`src/rtl/gray_pkg.sv`:
```
// Shared types and the Gray-to-binary helper for the Gray-code receiver.
package gray_pkg;

  localparam int DEF_W          = 8;
  localparam int DEF_LOCK_STEPS = 4;
  localparam int DEF_CNT_W      = 8;
  localparam int MAX_W          = 32;
  localparam int GOOD_W         = 4;

  typedef enum logic {
    SEEK   = 1'b0,
    LOCKED = 1'b1
  } state_t;

  typedef enum logic [1:0] {
    IDLE = 2'd0,
    FWD  = 2'd1,
    REV  = 2'd2,
    SKIP = 2'd3
  } event_t;

  // Zero-extended input: each binary bit is the XOR of all Gray bits at or above it.
  function automatic logic [MAX_W-1:0] gray2bin(input logic [MAX_W-1:0] g);
    logic [MAX_W-1:0] b;
    b = g;
    for (int i = 1; i < MAX_W; i++) begin
      b = b ^ (g >> i);
    end
    return b;
  endfunction

endpackage

```
`src/rtl/gray_sync.sv`:
```
// Two-flop synchroniser for an asynchronous multi-bit Gray bus.
module gray_sync #(
  parameter int W = 8
) (
  input  logic         clk,
  input  logic         reset,
  input  logic [W-1:0] d,
  output logic [W-1:0] q
);

  logic [W-1:0] s1;

  always_ff @(posedge clk or posedge reset) begin
    if (reset) begin
      s1 <= '0;
      q  <= '0;
    end else begin
      s1 <= d;
      q  <= s1;
    end
  end

endmodule

```
`src/rtl/gray_rx.sv`:
```
// Gray-code bus receiver: synchronises, decodes to binary, checks for single
// forward steps, tracks lock and counts errors seen while locked.
module gray_rx
  import gray_pkg::*;
#(
  parameter int W          = DEF_W,
  parameter int LOCK_STEPS = DEF_LOCK_STEPS,
  parameter int CNT_W      = DEF_CNT_W
) (
  input  logic             clk,
  input  logic             reset,
  input  logic [W-1:0]     gray_in,
  input  logic             clr_err,
  output logic [W-1:0]     bin_out,
  output logic             step,
  output logic             locked,
  output logic [CNT_W-1:0] err_cnt
);

  logic [W-1:0]      s2;
  logic [W-1:0]      g_q;
  logic [W-1:0]      b_now;
  logic [W-1:0]      delta;
  logic [GOOD_W-1:0] good_cnt;
  state_t            state;
  event_t            evt;

  gray_sync #(.W(W)) u_sync (
    .clk   (clk),
    .reset (reset),
    .d     (gray_in),
    .q     (s2)
  );

  assign b_now = W'(gray2bin(MAX_W'(s2)));
  // bin_out always holds gray2bin(g_q), so it doubles as the reference binary.
  assign delta = b_now - bin_out;

  always_comb begin
    evt = SKIP;
    if (s2 == g_q)
      evt = IDLE;
    else if (delta == W'(1))
      evt = FWD;
    else if (delta == {W{1'b1}})
      evt = REV;
  end

  always_ff @(posedge clk or posedge reset) begin
    if (reset) begin
      g_q      <= '0;
      bin_out  <= '0;
      step     <= 1'b0;
      locked   <= 1'b0;
      err_cnt  <= '0;
      good_cnt <= '0;
      state    <= SEEK;
    end else begin
      step <= (evt == FWD);
      if (evt != IDLE) begin
        g_q     <= s2;
        bin_out <= b_now;
      end
      case (state)
        SEEK: begin
          if (evt == FWD) begin
            if (good_cnt == GOOD_W'(LOCK_STEPS - 1)) begin
              state    <= LOCKED;
              locked   <= 1'b1;
              good_cnt <= '0;
            end else begin
              good_cnt <= good_cnt + GOOD_W'(1);
            end
          end else if (evt == REV || evt == SKIP) begin
            good_cnt <= '0;
          end
        end
        LOCKED: begin
          if (evt == REV || evt == SKIP) begin
            state    <= SEEK;
            locked   <= 1'b0;
            good_cnt <= '0;
            if (err_cnt != {CNT_W{1'b1}})
              err_cnt <= err_cnt + CNT_W'(1);
          end
        end
        default: state <= SEEK;
      endcase
      // Clear wins over a simultaneous increment.
      if (clr_err)
        err_cnt <= '0;
    end
  end

endmodule

```
`config.mk`:
```
export PLATFORM = sky130hd
export DESIGN_NAME = gray_rx
export DESIGN_NICKNAME = d
export VERILOG_FILES = /design/src/rtl/gray_pkg.sv /design/src/rtl/gray_sync.sv /design/src/rtl/gray_rx.sv
export SDC_FILE = /design/constraint.sdc
export NUM_CORES = 1
export LEC_CHECK = 0
export BUFFER_PORTS_ARGS = -buffer_cell sky130_fd_sc_hd__buf_2
export CAP_MARGIN = 25
export CORE_MARGIN = 2
export CORE_UTILIZATION = 41
export DETAILED_ROUTE_END_ITERATION = 10
export GPL_TIMING_DRIVEN = 0
export PLACE_DENSITY = 0.7
export SLEW_MARGIN = 20
export SYNTH_ARGS = -nofsm -noshare
export SYNTH_HDL_FRONTEND = slang
export SYNTH_SLANG_ARGS = --single-unit
```
`constraint.sdc`:
```
create_clock -name clk -period 6.6 [get_ports clk]
set_input_delay 0.66 -clock clk [delete_from_list [all_inputs] [get_ports clk]]
set_output_delay 0.66 -clock clk [all_outputs]
set_load 0.01 [all_outputs]
```
==> flow_summary.json <==
{
  "outcome": "finished, final reports clean",
  "numClockSinks": 46,
  "synth-main-ff-cell": "sky130_fd_sc_hd__dfrtp_1",
  "clock_skew_ps": 7.687,
  "gr-usage-all-layers_pct": 14.16,
  "cp-end-kind": "register",
  "power.leakage_nw": 1.207,
  "fillCellCount": 505,
  "antenna-diode-count": 0,
  "hpwlAfterDp_mm": 2.893,
  "time_the_worst_path_needs_with_i_o_delays_and_setup_ps": 4474,
  "antenna_violations_before_repair": 0,
  "final_max_slew_viol_count": 0,
  "drt-vias-per-instance": 4.852,
  "drt-initial-drc-count": 88,
  "most_repeated_library_cell_on_the_critical_path": "sky130_fd_sc_hd__xor2_2",
  "ctsHtreeMaxLevel": 2,
  "routed_length_on_met1_mm": 1.784,
  "worstSetupStartpointType": "register",
  "required_arrival_time_at_the_worst_endpoint_ps": 6800,
  "synth-edff-count": 0,
  "drt-wirelength-per-cell_um": 11.99,
  "syn_inst": 209,
  "synthesis.area_um2": 2286,
  "synthesis.nets": 231,
  "ys_types": 44,
  "critical_path.max_fanout": 10,
  "die_x_um": 78.67,
  "cts.root.buffer_cell": "sky130_fd_sc_hd__clkbuf_8",
  "num-nets-final": 267,
  "via_count_of_the_first_global_routing_pass": 1573,
  "max_slew.worst_pin.slew_ps": 521.7,
  "maximum_number_of_pins_on_one_net_before_global_route_repair": 27,
  "path_cells": "xor2_2, xor2_2, xor2_2, xnor2_1, xor2_1, xnor2_1, ha_1, fa_1, nor2b_1, a21oi_1, nor3_1, o2111ai_1, a2111oi_4, buf_6, nor2_2, mux2_4",
  "starting_utilization_of_the_core_area_pct": 42.03,
  "final_gp_congestion": 0.7969,
  "area_growth_syn_to_layout_pct": 15.22,
  "timing.setup.critical_path_class": "reg2reg",
  "routed.top_layer": "met4",
  "drc": 0,
  "clock_insertion_delay_at_the_later_pin_of_the_skew_report_ps": 310,
  "holdWs_ps": 351.5,
  "layout_common_cells": "46 x sky130_fd_sc_hd__dfrtp_1, 28 x sky130_fd_sc_hd__buf_2, 16 x sky130_fd_sc_hd__nor2_1",
  "post_route_setup_tns_ps": 0,
  "hold_path_class": "in2async",
  "die_area_um2": 6189,
  "die-height_um": 78.67,
  "antenna_violating_nets_post_route": 0,
  "synth.avg_cell_area_um2": 10.94,
  "clkTransAtPathRegs_ps": 90,
  "grt_setup_unrepaired": "false",
  "clock_tree_from_tritoncts": "done",
  "drt-pass1-iter-count": 4,
  "clock_path_buffers": 2,
  "power.density_nw_per_um2": 271.1,
  "core_region_area_um2": 5439,
  "cts_resized": 0,
  "worst_vdd_drop_mv": 0.1747,
  "floorplan.io_pins": 29,
  "detailroute.via_count": 1543,
  "grt_pass1_wl_mm": 6.893,
  "hold_buffers": 0,
  "fraction_of_layout_cells_with_a_size_suffix_above_1_pct": 23.17,
  "cpPeakStageDelay_ps": 450,
  "rows": 27,
  "cts.repair_timing.setup_buffer_count": 0,
  "async_reset_ff_share_pct": 100.0,
  "final_hold_viol_count": 0,
  "grt_overflow_total": 0,
  "yosysSeqAreaShare_pct": 50.36,
  "ys.warnings.count": 0,
  "setup_viol_count_final": 0,
  "met3RoutedLength_um": 124,
  "timing.fmax_mhz": 223.5,
  "port_buffers": 28,
  "timing.slew.headroom_pct": 65.22,
  "postSynthRegisterBits": 46,
  "route.met2.wl_mm": 1.824,
  "cts-buffers-inserted": 5,
  "cpMaxStageDelayCell": "sky130_fd_sc_hd__a2111oi_4",
  "route.final.wire_length_mm": 3.814,
  "fin_crit_sh_pct": 67.79,
  "most_common_cell_after_layout_fill_and_taps_aside": "sky130_fd_sc_hd__dfrtp_1",
  "worst-endpoint-arrival_ps": 4680,
  "drv.max_cap_violation_count": 0
}
## kinds of logic after synthesis
family,after synthesis,synth area share [%]
flops,46,50.36
simple gates,64,15.33
buf+inv,28,5.091
mux,10,5.145
xor+xnor,18,7.882
compound gates,32,9.852
fa+ha+maj,11,6.349
## metal layers
layer  global-route usage, %  vias to the layer above
met5                       0                        -
met4                   6.316                        0
met3                   2.989                        7
met2                   23.59                       25
met1                   17.66                      730
li1                        -                      781
## power breakdown
group | internal (mW) | switching, mW | leakage [nW]
registers | 0.301 | 0.0143 | 0.571
logic | 0.0937 | 0.122 | 0.585
clock network | 0.0792 | 0.105 | 0.0506
total | 0.473 | 0.241 | 1.21
## synthesized netlist by cell type (all sizes together) (3+ instances only)
master / n / area [um2]
a21oi: 10 / 50.05
nor2b: 9 / 56.30
nand2: 6 / 25.03
inv: 16 / 60.06
o21a: 3 / 22.52
clkbuf: 10 / 37.54
dfrtp: 46 / 1151
xor2: 13 / 136.4
nand3: 9 / 45.04
xnor2: 5 / 43.79
nor2: 17 / 66.32
mux2: 8 / 97.59
ha: 10 / 125.1
nor3: 6 / 35.03
o31ai: 3 / 27.52
nand2b: 3 / 18.77
o21ai: 9 / 45.04
## registers in the layout, summed over array words and instances, names as in the netlist
signal and count:
good_cnt 4, state 1, err_cnt 8, step 1, u_sync.q 8, u_sync.s1 8, bin_out 7, locked 1
g_q 8
## per-stage QoR
stage                     worst slack, ps  std cells  power (mW)  area (um2)  util, %
after floorplan                      2704        209      0.4873        2286        -
after global placement               2200        309      0.5314        2516    46.26
after detailed placement             2158        310      0.5386        2536    46.63
after CTS                            2086        318      0.7254        2634    48.42
after global routing                 1779        318      0.7656        2634    48.42
final                                2126        318      0.7139        2634    48.42
## critical path: cells and delay by family, from the launching register on
family	cells	cell delay, ps
XOR/XNOR	6	1600
AO/OA/AOI/OAI	3	720
adder cells (fa/ha/maj)	2	630
AND/OR/NAND/NOR	3	470
flip-flops	1	430
multiplexers	1	300
buffers and inverters	1	220
## layout make-up
cell class	instances	area [um2]	share of cell area [%]
plain buffers	12	56.30	2.138
clock buffers	5	68.82	2.613
clock inverters	3	28.78	1.093
inverters	16	60.06	2.280
multi-input cells	135	1018	38.67
flip-flops and latches	46	1151	43.71
well taps	72	90.09	3.420
repair buffers	29	160.2	6.081
## worst paths after layout
check	start	to	slack [ps]	cells after the start
setup / recovery	u_sync.q[7]	err_cnt[0]	2130	16
hold / removal	reset	err_cnt[4]	350	2
setup reg to reg	u_sync.q[7]	err_cnt[0]	2130	16
hold reg to reg	u_sync.s1[6]	u_sync.q[6]	350	0
max in group asynchronous	reset	good_cnt[0]	5760	3
min in group clk	u_sync.s1[6]	u_sync.q[6]	350	0
(Power assumes the default switching activity.)
